<file path="src/rtl/des_dec_keysched.sv">
// rtl/des_dec_keysched.sv - sequential DES round-key generator (encrypt or decrypt order)
//
// Takes one 64-bit DES key and applies PC-1. It then emits the 16 PC-2 round
// subkeys one per sk_valid/sk_ready beat.
//   clk, rst          : rising-edge clock, synchronous active-high reset
//   key_in, decrypt   : key (bit 1 = MSB) and direction, qualified by key_valid
//   key_valid/ready   : key handshake; ready only while idle
//   sk_out            : current 48-bit subkey (bit 1 = MSB), PC-2 of {C,D}
//   sk_idx            : DES round number of sk_out minus one
//   sk_valid/ready    : subkey handshake
//   sk_last           : marks the 16th subkey of a key
// Encrypt order is K1..K16, produced by left rotations.
// Decrypt order is K16..K1, produced by right rotations starting from C0/D0.
// C0/D0 serve as the start point because C16 = C0 and D16 = D0.

module des_dec_keysched #(
  parameter int NROUNDS = 16
) (
  input  logic        clk,
  input  logic        rst,
  input  logic [1:64] key_in,
  input  logic        decrypt,
  input  logic        key_valid,
  output logic        key_ready,
  output logic [1:48] sk_out,
  output logic [3:0]  sk_idx,
  output logic        sk_valid,
  input  logic        sk_ready,
  output logic        sk_last
);

  localparam logic [3:0] LAST = 4'(NROUNDS - 1);

  localparam int PC1_TAB [56] = '{
    57, 49, 41, 33, 25, 17,  9,
     1, 58, 50, 42, 34, 26, 18,
    10,  2, 59, 51, 43, 35, 27,
    19, 11,  3, 60, 52, 44, 36,
    63, 55, 47, 39, 31, 23, 15,
     7, 62, 54, 46, 38, 30, 22,
    14,  6, 61, 53, 45, 37, 29,
    21, 13,  5, 28, 20, 12,  4
  };

  localparam int PC2_TAB [48] = '{
    14, 17, 11, 24,  1,  5,
     3, 28, 15,  6, 21, 10,
    23, 19, 12,  4, 26,  8,
    16,  7, 27, 20, 13,  2,
    41, 52, 31, 37, 47, 55,
    30, 40, 51, 45, 33, 48,
    44, 49, 39, 56, 34, 53,
    46, 42, 50, 36, 29, 32
  };

  typedef enum logic {IDLE, EMIT} state_t;

  state_t      state;
  logic [1:28] c;
  logic [1:28] d;
  logic [3:0]  cnt;
  logic        dir;
  logic [1:56] pc1_key;

  function automatic logic [1:56] pc1(input logic [1:64] k);
    logic [1:56] r;
    r = '0;
    for (int i = 0; i < 56; i++) r[i+1] = k[PC1_TAB[i]];
    return r;
  endfunction

  function automatic logic [1:48] pc2(input logic [1:56] cd);
    logic [1:48] r;
    r = '0;
    for (int i = 0; i < 48; i++) r[i+1] = cd[PC2_TAB[i]];
    return r;
  endfunction

  // True when round i uses a 2-bit shift; rounds 1, 2, 9 and 16 shift by 1.
  function automatic logic two_shift(input int i);
    return !(i == 1 || i == 2 || i == 9 || i == 16);
  endfunction

  // Bit 1 is the MSB, so a left rotation moves bit 1 to the bottom.
  function automatic logic [1:28] rotl(input logic [1:28] v, input logic two);
    return two ? {v[3:28], v[1:2]} : {v[2:28], v[1]};
  endfunction

  function automatic logic [1:28] rotr(input logic [1:28] v, input logic two);
    return two ? {v[27:28], v[1:26]} : {v[28], v[1:27]};
  endfunction

  assign pc1_key = pc1(key_in);

  always_ff @(posedge clk) begin
    if (rst) begin
      state <= IDLE;
      c     <= '0;
      d     <= '0;
      cnt   <= '0;
      dir   <= 1'b0;
    end else begin
      case (state)
        IDLE: begin
          if (key_valid) begin
            dir   <= decrypt;
            cnt   <= '0;
            state <= EMIT;
            if (decrypt) begin
              c <= pc1_key[1:28];
              d <= pc1_key[29:56];
            end else begin
              // The first encrypt subkey needs C1/D1, so round 1's shift happens here.
              c <= rotl(pc1_key[1:28], 1'b0);
              d <= rotl(pc1_key[29:56], 1'b0);
            end
          end
        end
        EMIT: begin
          if (sk_ready) begin
            if (cnt == LAST) begin
              state <= IDLE;
            end else begin
              cnt <= cnt + 4'd1;
              if (dir) begin
                // Undo round (16-cnt)'s shift to step from C(16-cnt) back to C(15-cnt).
                c <= rotr(c, two_shift(16 - int'(cnt)));
                d <= rotr(d, two_shift(16 - int'(cnt)));
              end else begin
                c <= rotl(c, two_shift(int'(cnt) + 2));
                d <= rotl(d, two_shift(int'(cnt) + 2));
              end
            end
          end
        end
        default: state <= IDLE;
      endcase
    end
  end

  assign key_ready = (state == IDLE);
  assign sk_valid  = (state == EMIT);
  assign sk_last   = (state == EMIT) && (cnt == LAST);
  assign sk_idx    = dir ? (LAST - cnt) : cnt;
  assign sk_out    = pc2({c, d});

endmodule
</file>
<file path="config.mk">
export PLATFORM = sky130hd
export DESIGN_NAME = des_dec_keysched
export DESIGN_NICKNAME = d
export VERILOG_FILES = /design/src/rtl/des_dec_keysched.sv
export SDC_FILE = /design/constraint.sdc
export NUM_CORES = 1
export LEC_CHECK = 0
export CORE_MARGIN = 4
export CORE_UTILIZATION = 25
export CTS_CLUSTER_SIZE = 8
export DETAILED_ROUTE_END_ITERATION = 12
export GPL_TIMING_DRIVEN = 0
export PLACE_DENSITY_LB_ADDON = 0.1
export SYNTH_ARGS = -nofsm -noshare
export SYNTH_HDL_FRONTEND = slang
export SYNTH_SLANG_ARGS = --single-unit
</file>
<file path="constraint.sdc">
create_clock -name clk -period 3 [get_ports clk]
set_input_delay 0.75 -clock clk [delete_from_list [all_inputs] [get_ports clk]]
set_output_delay 0.75 -clock clk [all_outputs]
set_load 0.01 [all_outputs]
</file>
==> results.yml, run 1 <==
clocking:
  ctsRootBufferMaster: "clkbuf_16"
  post_cts_buffers: 0
  clockBufferDepth: 2
  cts.sinks: 62
  clock_latency_ns: 0.34
  cts_max_level: 3
  cts_made_buffers: 9
  postCtsHoldBufs: 0
  cts_tree: "done"
  clk_pin_slew_ns: 0.06
place:
  dp_worst_setup_slack_ns: -0.226
  dp_hpwl_um: 16500
  gp_congestion: 0.786
  portBuffers: 113
worst_setup_path:
  critical_path_class: "reg2reg"
  cp_max_fo: 10
  crit_path_end_kind: "register"
  crit_required_ns: 3.18
  startpoint_type: "register"
  cp.arrival_ns: 2.96
sta:
  fin_ws_ns: 0.216
  fin_worst_skew_ns: 0.00992
  finalCritPeriodShare_pct: 92.8
  fmax_ghz: 0.359
  final_hold_viol_count: 0
  rsz0062_at_grt: "false"
  post-route-min-period_ns: 2.78
  setup-violations-final: 0
  tightest_slew_ns: 0.810
  slew_headroom_pct: 46.0
  report.final.slew_viol_count: 0
worst_hold_path:
  holdCritPathClass: "reg2reg"
logic_synthesis:
  postSynthAreaPerCell_um2: 8.44
  ys_ff_latch: 62
  synthDominantCellAreaShare_pct: 19.7
  yosys_warnings: 0
  ys_top_cells_by_area: "dfxtp_1 20%, mux2i_1 18%, a311oi_2 9.3%, a221o_1 8.9%, a221oi_1 7.8%"
  synth.distinct_cells: 40
  ys_seq_area_share_pct: 19.7
  yosys.area.top_type: "dfxtp_1"
  netlist_area_um2: 6310
  synthesis.instances: 748
  synth_nets: 823
floorplan:
  die-area_um2: 27900
  core_area_um2: 24600
  num_io_pins: 124
  initial_utilization_pct: 25.7
  die_h_um: 167
  die_width_um: 167
  rows: 57
global_route:
  grt_start_max_net_pins: 11
  grt_pass1_vias: 6252
  antenna_found_initial: 0
  grt_remaining_overflow: 0
  grt_usage_pct: 15.9
  grt_pass1_wl_um: 36200
routing:
  drt_iter0_markers: 487
  ant_nets: 0
  drt-total-wl_um: 22600
  post_drt_wl_per_cell_um: 18.8
  drc: 0
  firstDrtPassIters: 5
  via_per_inst: 5.22
  vias: 6267
cells_and_area:
  final_common_cell: "mux2i_1"
  drive_gt1_share_pct: 19.5
  layout_common_cells: "114 x mux2i_1, 113 x clkdlybuf4s50_1, 66 x clkbuf_1, 62 x dfxtp_1, 61 x nand2_1"
  syn2layout_area_growth_pct: 29.2
  num_antenna_cells: 0
  nets: 947
  final_util_pct: 33.1
flow_run:
  cap_violations: 0
power:
  peakVddDrop_mv: 0.237
  powerDensity_nw_per_um2: 425
  power.leakage_nw: 3.12
  report.power.total_mw: 3.47
run_status:
  outcome: "completed"
## per-stage QoR
stage                     cell area, um2  hold WS, ns  instances  TNS, ns
after detailed placement            7850        0.632       1185    -6.50
after floorplan                     6310        0.567        748        0
final                               8150        0.635       1201        0
after global placement              7850        0.619       1185    -6.31
after global routing                8150        0.684       1201        0
after CTS                           8150        0.649       1201        0
## state kept, by name, summed over array words and instances (netlist names)
| name | cells |
|---|---|
| dir | 1 |
| d | 28 |
| cnt | 4 |
| c | 28 |
| sk_valid | 1 |
## worst max-delay path, stage by stage, from the launching register on
cell and delay (ns):
dfxtp_1 0.40, inv_1 0.15, ha_1 0.25, a21bo_1 0.23
a211oi_2 0.43, nor2_1 0.11, buf_2 0.23, clkbuf_1 0.28
a221oi_1 0.46, a311oi_2 0.09
## power breakdown
| group | internal, mW | switching (mW) |
|---|---|---|
| registers | 0.903 | 0.0428 |
| logic | 0.664 | 0.742 |
| clock network | 0.689 | 0.426 |
## cell usage after synthesis
cell type  number
dfxtp_1        62
clkbuf_2        1
a31oi_1         1
or2_1           1
nand2_1        61
o31ai_1         1
ha_1            6
o22ai_1         1
o21ai_0        56
a221o_1        56
buf_2          53
xnor2_1         1
buf_6           1
a311oi_2       39
and2b_1         1
nor2_1          9
a21oi_1        57
mux2i_1       114
xor2_1          5
inv_1           3
nor3_1          4
inv_2           1
a21bo_1         1
nand3b_1        1
a221oi_1       56
buf_8           4
a211oi_2        1
a311oi_1       17
nor3b_1         1
and2_1          1
nand2b_4        1
o21a_1          1
buf_1           4
nand3_1         3
clkbuf_1       65
o32ai_2         1
nor2b_1         1
buf_4          54
nand2b_1        1
and3_1          1
## cell families after synthesis
logic type	count (synthesis)	share of synthesized area, %
buf+inv	186	16.2
mux	114	18.1
flops	62	19.7
compound gates	288	38.3
xor+xnor	6	0.832
fa+ha+maj	6	1.19
simple gates	86	5.79
## worst paths after layout
check / from / endpoint / slack, ns / depth (start not counted)
max reg2reg: cnt[1] / c[28] / 0.22 / 9
min: cnt[0] / cnt[0] / 0.64 / 2
min reg2reg: cnt[0] / cnt[0] / 0.64 / 2
max: cnt[1] / c[28] / 0.22 / 9
## timing repair
item / 4_1_cts / 5_1_grt
resized for setup: 0 / 2
endpoints found under the setup margin: 0 / 3
hold endpoints to repair: 0 / 0
## layout make-up
| cell class | count | area, um2 |
|---|---|---|
| buffer | 182 | 1010 |
| clock buffer | 13 | 260 |
| clock inverter | 3 | 42.5 |
| fill | 2604 | 16500 |
| inverter | 4 | 15.0 |
| multi-input combinational | 500 | 4050 |
| sequential | 62 | 1240 |
| tap | 324 | 405 |
| timing repair buffer | 113 | 1130 |
## metal layers
metal	share of wire, %	GRT usage [%]	wire (um)	vias up
met3	3.8	2.11	861	19
met1	48	22.3	10800	3016
met5	0	0	0	-
met2	47	25.8	10600	144
met4	1.5	4.23	337	0
li1	-	-	-	3088
Note: power is estimated with default switching activity, not from simulation.
==> run 2, diff against run 1 <==
Settings changed: CTS_CLUSTER_SIZE 8 to 16.
==> results of run 2 <==
No change in the layout: final DEF, timing and power equal those of run 1.
==> run 3, diff against run 2 <==
Settings changed: CTS_BUF_LIST set to sky130_fd_sc_hd__clkbuf_2 sky130_fd_sc_hd__clkbuf_4 sky130_fd_sc_hd__clkbuf_8, GPL_ROUTABILITY_DRIVEN set to 0.
==> results.yml, run 3 (synthesized netlist as in run 1, its figures left out) <==
run_status:
  outcome: "completed"
global_route:
  grt_usage_pct: 15.9
  grt_remaining_overflow: 0
  grt_pass1_wl_um: 36300
  grt_start_max_net_pins: 11
  grt_pass1_vias: 6277
  antenna_found_initial: 0
worst_setup_path:
  crit_family: "buffers and inverters"
  cp_slowest_stage_delay_ns: 0.54
  crit_required_ns: 2.25
  startpoint_type: "register"
  cp_max_fo: 8
  critical_path_class: "reg2out"
  cp.arrival_ns: 2.04
  reg2reg_slack_ns: 0.24
  r2r_cells: 9
  crit_path_end_kind: "output port"
  slowest_stage: "clkdlybuf4s50_1"
  r2r_start: "cnt[1]"
  r2r-end: "c[28]"
  crit_buf_inv: 1
  crit_chain: "ha_1 > nand3_1 > nor2_1 > clkdlybuf4s50_1"
routing:
  via_per_inst: 5.20
  vias: 6249
  drc: 0
  ant_nets: 0
  firstDrtPassIters: 5
  post_drt_wl_per_cell_um: 18.9
  drt_iter0_markers: 471
  drt-total-wl_um: 22700
sta:
  rsz0062_at_grt: "false"
  finalCritPeriodShare_pct: 92.8
  report.final.slew_viol_count: 0
  final_hold_viol_count: 0
  fin_worst_skew_ns: 0.0145
  tightest_slew_ns: 0.832
  slew_headroom_pct: 44.6
  fin_ws_ns: 0.215
  post-route-min-period_ns: 2.79
  fmax_ghz: 0.359
  setup-violations-final: 0
floorplan:
  die-area_um2: 27900
  die_width_um: 167
  rows: 57
  num_io_pins: 124
  die_h_um: 167
  core_area_um2: 24600
  initial_utilization_pct: 25.7
clocking:
  cts_made_buffers: 9
  ctsRootBufferMaster: "clkbuf_8"
  postCtsHoldBufs: 0
  clk_pin_slew_ns: 0.07
  cts_max_level: 3
  clock_latency_ns: 0.37
  cts.sinks: 62
  cts_tree: "done"
  post_cts_buffers: 0
  clockBufferDepth: 2
  cts_resized: 0
cells_and_area:
  nets: 947
  fin_cells: 1201
  final_common_cell: "mux2i_1"
  num_antenna_cells: 0
  final_util_pct: 32.8
  drive_gt1_share_pct: 19.6
  syn2layout_area_growth_pct: 27.6
  layout_common_cells: "114 x mux2i_1, 113 x clkdlybuf4s50_1, 65 x clkbuf_1, 62 x dfxtp_1, 61 x nand2_1"
  top_regs: "c x28, d x28, cnt x4"
  fill_cells: 2615
power:
  combPwrFrac_pct: 44.1
  clkPwrFrac_pct: 26.2
  powerDensity_nw_per_um2: 395
  power.leakage_nw: 3.08
  switchingPower_mw: 1.17
  switching_share_pct: 36.8
  pwr-share-seq_pct: 29.6
  p_int_mw: 2.01
  peakVddDrop_mv: 0.199
place:
  dp_worst_setup_slack_ns: -0.226
  dp_hpwl_um: 16500
  portBuffers: 113
  dp_cells: 1185
worst_hold_path:
  min_from: "cnt[0]"
  holdCritPathClass: "reg2reg"
  holdPathStages: 2
  hold_end: "cnt[0]"
flow_run:
  cap_violations: 0
-- run 3: changes by cell type in the layout (fill, tap and decap cells not counted) --
cell	before	now
clkbuf_2	2	1
clkbuf_4	0	2
clkbuf_16	9	0
clkbuf_8	2	11
clkbuf_1	66	65
-- run 3: final cells by class --
type	instances	area (um2)	area share (%)
Inverter	4	15.0	0.186
Sequential cell	62	1240	15.4
Clock buffer	13	166	2.06
Buffer	182	1010	12.5
Timing Repair Buffer	113	1130	14.0
Tap cell	324	405	5.03
Multi-Input combinational cell	500	4050	50.3
Clock inverter	3	42.5	0.528
-- run 3: per-stage QoR --
step	setup TNS, ns	hold slack, ns	total power, mW	area, um2
2_1_floorplan	0	0.567	1.90	6310
3_3_place_gp	-6.31	0.619	2.38	7850
3_5_place_dp	-6.50	0.632	2.38	7850
4_1_cts	0	0.653	3.24	8060
5_1_grt	0	0.694	3.39	8060
6_report	0	0.649	3.19	8060
-- run 3: power by group through the flow --
stage               combinational (mW)  clock, mW  sequential, mW
detailed placement                1.42          0           0.965
CTS                               1.42      0.870           0.947
floorplan                        0.956          0           0.948
global placement                  1.41          0           0.967
finish                            1.41      0.836           0.944
global route                      1.54      0.901           0.955
-- run 3: worst register-to-register path, stage by stage, from the launching register on --
cell and delay [ns]:
dfxtp_1 0.40, inv_1 0.16, ha_1 0.25, a21bo_1 0.23, a211oi_2 0.44, nor2_1 0.12
buf_2 0.23, clkbuf_1 0.28, a221oi_1 0.43, a311oi_2 0.09
-- run 3: how the worst max path moves through the flow --
stage,start,to,slack (ns),depth (start not counted)
floorplan,cnt[1],c[27],0.81,9
global placement,key_valid,d[4],-0.23,8
detailed placement,key_valid,d[6],-0.23,8
CTS,key_valid,d[6],0.15,8
global route,key_valid,c[26],0.02,8
finish,cnt[1],sk_last,0.21,4
-- run 3: metal layers --
metal	GRT usage (%)	share of wire, %	vias to the layer above
met3	2.11	3.6	21
met1	22.2	48	3006
met2	25.9	47	132
met5	0	0	-
li1	-	-	3090
met4	4.45	1.6	0
